`src/rtl/fpu_pkg.sv`:
```
// Shared FP definitions for the f2i arbiter slice.
// FSM encoding and IEEE-754 single constants.
package fpu_pkg;

  localparam int F32_W = 32;

  localparam logic [F32_W-1:0] POS_INF = 32'h7F80_0000;
  localparam logic [F32_W-1:0] QNAN    = 32'h7FC0_0000;

  typedef enum logic [1:0] {
    IDLE,
    CONV,
    RESP
  } state_t;

endpackage

```
`src/rtl/f2i_arbiter_if.sv`:
```
// Request/response/flag bundle of the f2i arbiter.
// master = requesters and consumer, slave = arbiter.
interface f2i_arbiter_if #(
  parameter int NREQ = 2,
  parameter int IDW  = 1
);
  import fpu_pkg::*;

  logic [NREQ-1:0]       req_valid;
  logic [NREQ-1:0]       req_ready;
  logic [NREQ*F32_W-1:0] req_a;
  logic                  rsp_valid;
  logic                  rsp_ready;
  logic [IDW-1:0]        rsp_id;
  logic [F32_W-1:0]      rsp_d;
  logic                  rsp_p_lost;
  logic                  rsp_denorm;
  logic                  rsp_invalid;
  logic [NREQ-1:0]       flag_clr;
  logic [NREQ-1:0]       sticky_invalid;
  logic [NREQ-1:0]       sticky_p_lost;

  modport master (
    output req_valid, req_a, rsp_ready, flag_clr,
    input  req_ready, rsp_valid, rsp_id, rsp_d,
    input  rsp_p_lost, rsp_denorm, rsp_invalid,
    input  sticky_invalid, sticky_p_lost
  );

  modport slave (
    input  req_valid, req_a, rsp_ready, flag_clr,
    output req_ready, rsp_valid, rsp_id, rsp_d,
    output rsp_p_lost, rsp_denorm, rsp_invalid,
    output sticky_invalid, sticky_p_lost
  );

endinterface

```
`src/rtl/f2i.sv`:
```
// Combinational float32 -> int32 converter, truncating toward zero.
// Out-of-range / inf / NaN saturate and raise invalid.
module f2i
  import fpu_pkg::*;
(
  input  logic [F32_W-1:0] a,
  output logic [F32_W-1:0] d,
  output logic             p_lost,
  output logic             denorm,
  output logic             invalid
);

  logic        sgn;
  logic [7:0]  ex;
  logic [22:0] man;
  logic [54:0] sh;
  logic [31:0] mag;

  always_comb begin
    sgn     = a[31];
    ex      = a[30:23];
    man     = a[22:0];
    d       = '0;
    p_lost  = 1'b0;
    denorm  = 1'b0;
    invalid = 1'b0;
    sh      = '0;
    mag     = '0;
    if (ex == 8'hFF) begin
      invalid = 1'b1;
      d = (sgn && man == '0) ? 32'h8000_0000 : 32'h7FFF_FFFF;
    end else if (ex == 8'h00) begin
      // a nonzero denormal truncates to 0, so its value is lost too
      denorm = |man;
      p_lost = |man;
    end else if (ex < 8'd127) begin
      p_lost = 1'b1;
    end else if (ex >= 8'd158) begin
      if (sgn && ex == 8'd158 && man == '0) begin
        d = 32'h8000_0000;
      end else begin
        invalid = 1'b1;
        d = sgn ? 32'h8000_0000 : 32'h7FFF_FFFF;
      end
    end else begin
      sh     = {31'b0, 1'b1, man} << (ex - 8'd127);
      mag    = sh[54:23];
      p_lost = |sh[22:0];
      d      = sgn ? -mag : mag;
    end
  end

endmodule

```
`src/rtl/f2i_arbiter.sv`:
```
// Round-robin share of one f2i converter between NREQ requesters,
// with registered tagged responses and sticky per-requester flags.
module f2i_arbiter
  import fpu_pkg::*;
#(
  parameter int NREQ = 2,
  parameter int IDW  = 1
) (
  input  logic          clk,
  input  logic          rst,
  f2i_arbiter_if.slave  bus
);

  state_t           state;
  state_t           state_nxt;
  logic [IDW-1:0]   rr_ptr;
  logic [IDW-1:0]   rr_nxt;
  logic [F32_W-1:0] a_reg;
  logic [IDW-1:0]   id_reg;

  logic             any_valid;
  logic [IDW-1:0]   gnt_id;
  logic [NREQ-1:0]  gnt_oh;
  logic             accept;
  logic             deliver;

  logic [F32_W-1:0] cv_d;
  logic             cv_pl;
  logic             cv_dn;
  logic             cv_inv;

  logic [F32_W-1:0] rsp_d_q;
  logic [IDW-1:0]   rsp_id_q;
  logic             rsp_pl_q;
  logic             rsp_dn_q;
  logic             rsp_inv_q;
  logic [NREQ-1:0]  sinv_q;
  logic [NREQ-1:0]  spl_q;
  logic [NREQ-1:0]  sinv_nxt;
  logic [NREQ-1:0]  spl_nxt;

  function automatic int wrap(input int v);
    return (v >= NREQ) ? v - NREQ : v;
  endfunction

  f2i u_f2i (
    .a       (a_reg),
    .d       (cv_d),
    .p_lost  (cv_pl),
    .denorm  (cv_dn),
    .invalid (cv_inv)
  );

  // first valid requester at or above rr_ptr, wrapping
  always_comb begin
    any_valid = 1'b0;
    gnt_id    = '0;
    gnt_oh    = '0;
    for (int i = 0; i < NREQ; i++) begin
      if (!any_valid && bus.req_valid[wrap(int'(rr_ptr) + i)]) begin
        any_valid = 1'b1;
        gnt_id    = IDW'(wrap(int'(rr_ptr) + i));
        gnt_oh[wrap(int'(rr_ptr) + i)] = 1'b1;
      end
    end
    rr_nxt = IDW'(wrap(int'(gnt_id) + 1));
  end

  always_comb begin
    state_nxt     = state;
    bus.req_ready = '0;
    accept        = 1'b0;
    unique case (state)
      IDLE: begin
        bus.req_ready = gnt_oh;
        accept        = any_valid;
        if (any_valid) state_nxt = CONV;
      end
      CONV: state_nxt = RESP;
      RESP: begin
        if (bus.rsp_ready) begin
          bus.req_ready = gnt_oh;
          accept        = any_valid;
          state_nxt     = any_valid ? CONV : IDLE;
        end
      end
      default: state_nxt = IDLE;
    endcase
    if (rst) begin
      bus.req_ready = '0;
      accept        = 1'b0;
    end
  end

  always_ff @(posedge clk) begin
    if (rst) state <= IDLE;
    else     state <= state_nxt;
  end

  assign deliver = (state == RESP) && bus.rsp_ready;

  // clear drops the old value; a same-cycle delivery still lands
  always_comb begin
    for (int i = 0; i < NREQ; i++) begin
      sinv_nxt[i] = (bus.flag_clr[i] ? 1'b0 : sinv_q[i])
                  | (deliver && rsp_id_q == IDW'(i) && rsp_inv_q);
      spl_nxt[i]  = (bus.flag_clr[i] ? 1'b0 : spl_q[i])
                  | (deliver && rsp_id_q == IDW'(i) && rsp_pl_q);
    end
  end

  always_ff @(posedge clk) begin
    if (rst) begin
      rr_ptr    <= '0;
      a_reg     <= '0;
      id_reg    <= '0;
      rsp_d_q   <= '0;
      rsp_id_q  <= '0;
      rsp_pl_q  <= 1'b0;
      rsp_dn_q  <= 1'b0;
      rsp_inv_q <= 1'b0;
      sinv_q    <= '0;
      spl_q     <= '0;
    end else begin
      if (accept) begin
        a_reg  <= bus.req_a[int'(gnt_id)*F32_W +: F32_W];
        id_reg <= gnt_id;
        rr_ptr <= rr_nxt;
      end
      if (state == CONV) begin
        rsp_d_q   <= cv_d;
        rsp_id_q  <= id_reg;
        rsp_pl_q  <= cv_pl;
        rsp_dn_q  <= cv_dn;
        rsp_inv_q <= cv_inv;
      end
      sinv_q <= sinv_nxt;
      spl_q  <= spl_nxt;
    end
  end

  assign bus.rsp_valid      = (state == RESP);
  assign bus.rsp_id         = rsp_id_q;
  assign bus.rsp_d          = rsp_d_q;
  assign bus.rsp_p_lost     = rsp_pl_q;
  assign bus.rsp_denorm     = rsp_dn_q;
  assign bus.rsp_invalid    = rsp_inv_q;
  assign bus.sticky_invalid = sinv_q;
  assign bus.sticky_p_lost  = spl_q;

endmodule

```
`src/flat_wrapper.sv`:
```
// flat-port wrapper written by rule: the top's interface ports become plain ports
module f2i_arbiter_flat import fpu_pkg::*;
#(
  parameter int NREQ = 2,
  parameter int IDW  = 1
)
  (clk, rst, bus_req_valid, bus_req_a, bus_rsp_ready, bus_flag_clr, bus_req_ready, bus_rsp_valid, bus_rsp_id, bus_rsp_d, bus_rsp_p_lost, bus_rsp_denorm, bus_rsp_invalid, bus_sticky_invalid, bus_sticky_p_lost);
  f2i_arbiter_if #(.NREQ(NREQ), .IDW(IDW)) bus_i ();
  input  logic clk;
  input  logic rst;
  input wire logic [$bits(bus_i.req_valid)-1:0] bus_req_valid;
  input wire logic [$bits(bus_i.req_a)-1:0] bus_req_a;
  input wire logic [$bits(bus_i.rsp_ready)-1:0] bus_rsp_ready;
  input wire logic [$bits(bus_i.flag_clr)-1:0] bus_flag_clr;
  output wire logic [$bits(bus_i.req_ready)-1:0] bus_req_ready;
  output wire logic [$bits(bus_i.rsp_valid)-1:0] bus_rsp_valid;
  output wire logic [$bits(bus_i.rsp_id)-1:0] bus_rsp_id;
  output wire logic [$bits(bus_i.rsp_d)-1:0] bus_rsp_d;
  output wire logic [$bits(bus_i.rsp_p_lost)-1:0] bus_rsp_p_lost;
  output wire logic [$bits(bus_i.rsp_denorm)-1:0] bus_rsp_denorm;
  output wire logic [$bits(bus_i.rsp_invalid)-1:0] bus_rsp_invalid;
  output wire logic [$bits(bus_i.sticky_invalid)-1:0] bus_sticky_invalid;
  output wire logic [$bits(bus_i.sticky_p_lost)-1:0] bus_sticky_p_lost;
  assign bus_i.req_valid = bus_req_valid;
  assign bus_i.req_a = bus_req_a;
  assign bus_i.rsp_ready = bus_rsp_ready;
  assign bus_i.flag_clr = bus_flag_clr;
  assign bus_req_ready = bus_i.req_ready;
  assign bus_rsp_valid = bus_i.rsp_valid;
  assign bus_rsp_id = bus_i.rsp_id;
  assign bus_rsp_d = bus_i.rsp_d;
  assign bus_rsp_p_lost = bus_i.rsp_p_lost;
  assign bus_rsp_denorm = bus_i.rsp_denorm;
  assign bus_rsp_invalid = bus_i.rsp_invalid;
  assign bus_sticky_invalid = bus_i.sticky_invalid;
  assign bus_sticky_p_lost = bus_i.sticky_p_lost;
  f2i_arbiter #(.NREQ(NREQ), .IDW(IDW)) u_core (.clk(clk), .rst(rst), .bus(bus_i));
endmodule
```
`config.mk`:
```
export PLATFORM = sky130hd
export DESIGN_NAME = f2i_arbiter_flat
export DESIGN_NICKNAME = d
export VERILOG_FILES = /design/src/rtl/fpu_pkg.sv /design/src/rtl/f2i_arbiter_if.sv /design/src/rtl/f2i.sv /design/src/rtl/f2i_arbiter.sv /design/src/flat_wrapper.sv
export SDC_FILE = /design/constraint.sdc
export NUM_CORES = 1
export LEC_CHECK = 0
export ABC_AREA = 1
export CORE_UTILIZATION = 40
export CTS_CLUSTER_DIAMETER = 150
export DETAILED_ROUTE_END_ITERATION = 16
export GPL_TIMING_DRIVEN = 0
export SETUP_SLACK_MARGIN = 0.2
export SLEW_MARGIN = 20
export SYNTH_ARGS = -nofsm -noshare
export SYNTH_HDL_FRONTEND = slang
export SYNTH_SLANG_ARGS = --single-unit
```
`constraint.sdc`:
```
create_clock -name clk -period 9.6 [get_ports clk]
set_clock_uncertainty 0.2 [all_clocks]
set_input_delay 1.44 -clock clk [delete_from_list [all_inputs] [get_ports clk]]
set_output_delay 1.44 -clock clk [all_outputs]
set_load 0.02 [all_outputs]
```
==> results of run 1 <==
-- final timing paths --
| path | from | endpoint | slack, ps |
|---|---|---|---|
| worst max-delay path | bus_rsp_ready | bus_req_ready[1] | 3730 |
| worst min-delay path | u_core.id_reg$_SDFFE_PP0P_ | u_core.id_reg$_SDFFE_PP0P_ | 260 |
| worst max register to register | u_core.a_reg[23]$_SDFFE_PP0P_ | u_core.bus.rsp_d[31]$_SDFFE_PP0N_ | 5200 |
| worst min register to register | u_core.id_reg$_SDFFE_PP0P_ | u_core.id_reg$_SDFFE_PP0P_ | 260 |
-- cells in the mapped netlist (all sizes together), types with 3 or more instances --
cell    instances  area [µm²]
nand2         318        1250
nand3         223        1160
o21ai          91         474
dfxtp          76        1520
nor2           75         372
a21oi          74         378
inv            69         262
nand4          43         269
clkbuf         35         131
buf            34         209
a31oi          33         206
nor4            8        50.1
nor3            7        35.0
and2            4        25.0
ha              4        50.1
o31ai           4        30.0
a211oi          3        22.5
-- report_power, final --
part           internal [mW]  total (mW)  switching, mW
Combinational          0.174       0.495          0.322
Sequential             0.340       0.360         0.0204
Clock                  0.209       0.346          0.136
Total                  0.723        1.20          0.479
-- logic make-up after synthesis --
| logic type | share of synthesized area |
|---|---|
| AO/OA/AOI/OAI | 0.175 |
| AND/OR/NAND/NOR | 0.487 |
| adder cells (fa/ha/maj) | 0.00765 |
| XOR/XNOR | 0.00421 |
| buffers and inverters | 0.0931 |
| flip-flops | 0.233 |
-- worst min-delay path: cells and delay by family, from the launching register on --
kind / cells / cell delay, ps
DFF: 1 / 310
and+or+nand+nor: 1 / 60
AOI/OAI and AO/OA: 1 / 50
-- final cells by class --
type	count	area [µm²]	share of cell area
sequential	76	1520	0.185
clock inverter	5	61.3	0.00744
clock buffer	11	243	0.0295
inverter	71	269	0.0326
tap	216	270	0.0328
timing repair buffer	112	1120	0.136
multi-input combinational	895	4410	0.535
buffer	69	340	0.0413
antenna	1	2.50	0.000304
-- per-stage QoR --
stage	hold slack (ps)	cell area [µm²]	total power, mW	util	instances
finish	261	8240	1.20	0.517	1456
global route	276	8240	1.27	0.517	1455
CTS	263	8240	1.20	0.517	1455
detailed placement	253	7940	0.852	0.498	1439
global placement	249	7940	0.852	0.498	1439
floorplan	242	6540	0.692	-	1111
-- metal layers --
layer  track usage  up-vias  wire length (µm)
met3        0.0488       45              1770
met2         0.494      345             11300
met1         0.421     3786             11600
li1              -     4061                 -
met4        0.0964        0               646
met5             0        -                 0
==> results.md, run 1 <==
* Status: completed
* H-tree depth at 3
* WL final at 25,400 µm
* CTS resizes at 0
* I/O Pins at around 110
* Slowest cell on the critical path: clkdlybuf4s50_1
* Slew headroom at 0.480
* DP Wirelength at 20,400 µm
* Async SR Flop Fraction at 0
* Seq/Total Area, Yosys at 0.233
* Port Buffers at ~110
* Slew Viols, Final at 0
* R2R cell count at 24
* Setup ws final at around 3700 ps
* Worst path buffer plus inverter count at 4
* DR iter-0 viols at 750
* Synth warn at 0
* DRT Pass-1 Iters at 6
* Cell breakdown of the critical path: clkdlybuf4s50_1 -> inv_1 -> a211oi_1 -> o21ai_1 -> nor2_1 -> clkbuf_1 -> clkdlybuf4s50_1
* Layout cells sized above 1 at 0.0856
* Total CTS buffers at 9
* Hold path cells at 2
* Post-synth EDFFs at 0
* WP data arrival at about 4200 ps
* Actual slew at the worst max-slew pin at 775 ps
* CP endpoint kind: output port
* Fin. Hold Viols at 0
* Largest net degree at the start of global routing at 14
* CTS root buf: clkbuf_16
* Grt ovf at 0
* PwrDens at 146 nW/µm²
* CTS clk-pin slew, worst paths at 60 ps
* Worst path max stage delay at 720 ps
* Initial antenna violation count at 1
* Peak fanout along the critical path at 10
* Final worst-path cycle share at 0.612
* Gate Count Post-Synth at around 1,100
* Most frequent cells in the layout: nand2_1, nand3_1, clkdlybuf4s50_1
* Vias at 8,237
* Seq cells post-synth at 76
* WP depth at 7
* Pre-CTS setup slack at 3690 ps
* Detail-routed via count per cell at 5.66
* Post-Syn Area at about 6500 µm²
* Max clock buf depth at 2
* Placement row count at 46
* Kind of cell adding the most delay to the critical path: buffers and inverters
* CTS tree: done
* Core area at 15,900 µm²
* # DRC at 0
* Hold WC Path Type: reg -> reg
* Primary FF master, synth: dfxtp_1
* GRT Util Overall at 0.308
* Critical Path Most Common Cell: clkdlybuf4s50_1
* Setup TNS at 0 ps
* Die height at 130 µm
* Syn Area/Cell at 5.89 µm²
* Critical path data required time at 7960 ps
* Final Setup Violations at 0
* Final antenna-violating net count at 0
* Tmin final at between 5000 and 6000 ps
* RSZ-0062 raised after global routing: no
* Die width at between 100 and 150 µm
* Worst setup path class: in -> out
* CP Launch Type: primary input
* Placer's final routability congestion estimate at 1.03
* # clock sinks at 76
* Drt wl/cell at 17.4 µm
* Fin nets at 1,309
* Global-route wire length before repair at between 30,000 and 40,000 µm
* Peak supply drop at slightly below 0.09 mV
* Net count after synthesis at ~1,200
* Leakage power at approximately 3.4 nW
* Post-CTS setup buffer count at 0
* Filler cells at 1,745
* Post-CTS Hold Buffers at 0
* Max-cap viol count at 0
* Max Fclk at 170 MHz
* Layout area overhead at 25.9%
* Count of cell types in the netlist at 42
* Commonest non-fill, non-tap cell in the layout: nand2_1
* Clk_lat worst skew at ~340 ps
* Die Area at between 15,000 and 20,000 µm²
* Starting Density at 0.410
* Number of global-route vias before repair at 7,333
Note: power is estimated with default switching activity, not from simulation.
==> inputs of run 2 (changes only) <==
PLACE_DENSITY = 0.66   (was default)
clock period = 4.7 ns   (was 9.6 ns; I/O delays follow)
==> run 2 against run 1 <==
Net effect:
- first-iteration DRC count grew 16%
- global-route usage fell by 0.25 points
- clock power grew 110%
- non-clock buffer count did not move
- count of clock-buffer cells in the layout shrank 1
- core utilization unchanged
- largest power group unchanged
==> results.md, run 2 (synthesis gave the netlist of run 1 again) <==
* Placer's final routability congestion estimate at approximately 1
* CTS clk-pin slew, worst paths at 60 ps
* Kind of cell adding the most delay to the critical path: buffers and inverters
* CP Launch Type: primary input
* Pre-CTS setup slack at 219 ps
* Die height at 130 µm
* Dpl cell area at 7940 µm²
* Final antenna-violating net count at 0
* Grt ovf at 0
* RR Startpoint: u_core.a_reg[23]$_SDFFE_PP0P_
* Die width at 130 µm
* Final worst-path cycle share at 0.908
* Max-cap viol count at 0
* DRT Pass-1 Iters at 6
* Layout area overhead at 25.9%
* Initial antenna violation count at 0
* Number of global-route vias before repair at 7,474
* Critical path data required time at about 3800 ps
* Placement row count at 46
* Hold Path Origin: u_core.bus.sticky_p_lost[1]$_SDFF_PP0_
* Final Cell Area at a little over 8000 µm²
* DP Wirelength at 20,200 µm
* Finished Layout Cells at 1,455
* Max clock buf depth at 2
* Filler cells at ~1,700
* # clock sinks at 76
* Leakage power at 3.38 nW
* Fin. Hold Viols at 0
* PwrDens at 299 nW/µm²
* RR Endpoint: u_core.bus.rsp_d[18]$_SDFFE_PP0N_
* Worst path max stage delay at ~660 ps
* Worst R2R Setup Slack at 520 ps
* Worst path buffer plus inverter count at 4
* Largest net degree at the start of global routing at 15
* Setup TNS at 0 ps
* Hold WC Path Type: reg -> reg
* Fin nets at roughly 1,300
* Status: completed
* Vias at 8,251
* Register area at 1520 µm²
* Hold path cells at 2
* Actual slew at the worst max-slew pin at 848 ps
* Die Area at 16,900 µm²
* Peak supply drop at 0.173 mV
* Setup ws final at approximately 430 ps
* Final Setup Violations at 0
* Multi-input logic area at 4410 µm²
* Port Buffers at 112
* DR iter-0 viols at between 800 and 900
* RSZ-0062 raised after global routing: yes
* H-tree depth at 3
* Cell breakdown of the critical path: clkdlybuf4s50_1 -> inv_1 -> a211oi_1 -> o21ai_1 -> nor2_1 -> clkbuf_2 -> clkdlybuf4s50_1
* Hold EP: u_core.bus.sticky_p_lost[1]$_SDFF_PP0_
* Layout cells sized above 1 at 0.0880
* GRT Util Overall at 0.305
* Placed cells at 1,439
* WP data arrival at between 3000 and 4000 ps
* WL final at around 25,000 µm
* Slowest cell on the critical path: clkdlybuf4s50_1
* I/O Pins at 114
* CTS tree: done
* Global-route wire length before repair at 39,700 µm
* Post-CTS setup buffer count at 0
* Detail-routed via count per cell at around 5.7
* Slew headroom at 0.431
* R2R cell count at 24
* CP endpoint kind: output port
* Drt wl/cell at 17.2 µm
* Slew Viols, Final at 0
* Tmin final at 4270 ps
* Clk_lat worst skew at between 300 and 400 ps
* Starting Density at 0.410
* Critical Path Most Common Cell: clkdlybuf4s50_1
* CTS root buf: clkbuf_16
* Max Fclk at 234 MHz
* Commonest non-fill, non-tap cell in the layout: nand2_1
* Total CTS buffers at 9
* Worst setup path class: in -> out
* ANT cells at 0
* Core area at 15,900 µm²
* Peak fanout along the critical path at 10
* Most frequent cells in the layout: nand2_1, nand3_1, clkdlybuf4s50_1
* # DRC at 0
## run 2: worst max-delay path by stage
stage	to	from	depth (start not counted)
after detailed placement	bus_req_ready[1]	bus_rsp_ready	7
after global placement	bus_req_ready[1]	bus_rsp_ready	7
after floorplan	u_core.bus.rsp_d[24]$_SDFFE_PP0N_	u_core.a_reg[23]$_SDFFE_PP0P_	23
final	bus_req_ready[1]	bus_rsp_ready	7
after CTS	bus_req_ready[1]	bus_rsp_ready	7
after global routing	bus_req_ready[1]	bus_rsp_ready	7
## run 2: power by group
part           internal, mW  leakage [nW]  switching (mW)
combinational         0.355          2.62           0.656
clock                 0.416         0.140           0.301
sequential            0.694         0.623          0.0411
total                  1.47          3.38           0.998
## run 2: layout make-up
class,instances,share of cell area
Sequential cell,76,0.185
Timing Repair Buffer,112,0.136
Buffer,69,0.0419
Multi-Input combinational cell,895,0.535
Clock buffer,10,0.0278
Tap cell,216,0.0328
Clock inverter,6,0.00865
Inverter,71,0.0326
## run 2: stage by stage
step / total power, mW / utilization / hold WS (ps)
6_report: 2.46 / 0.517 / 261
5_1_grt: 2.60 / 0.517 / 286
4_1_cts: 2.46 / 0.517 / 266
3_5_place_dp: 1.74 / 0.498 / 255
3_3_place_gp: 1.74 / 0.498 / 249
2_1_floorplan: 1.41 / - / 242
## run 2: what timing repair did
| item | CTS | global route |
|---|---|---|
| endpoints found under the hold margin | 0 | 0 |
| hold buffers | 0 | 0 |
| resized for setup | 0 | 6 |
| endpoints found under the setup margin | 0 | 17 |
## run 2: routing by layer
| metal | GRT usage | vias to the layer above | part of all wire |
|---|---|---|---|
| met5 | 0 | - | 0 |
| met4 | 0.0869 | 0 | 0.021 |
| met3 | 0.0558 | 45 | 0.074 |
| met2 | 0.501 | 367 | 0.46 |
| met1 | 0.407 | 3775 | 0.45 |
| li1 | - | 4064 | - |
## run 2: worst min-delay path, delay by kind of cell, from the launching register on
kind / cells / cell delay, ps
AOI/OAI and AO/OA: 1 / 50
and+or+nand+nor: 1 / 60
DFF: 1 / 300
==> inputs of run 3 (changes only) <==
CAP_MARGIN = 20   (was default)
==> results of run 3 <==
The final DEF is identical to that of run 2; final timing and power are the same.
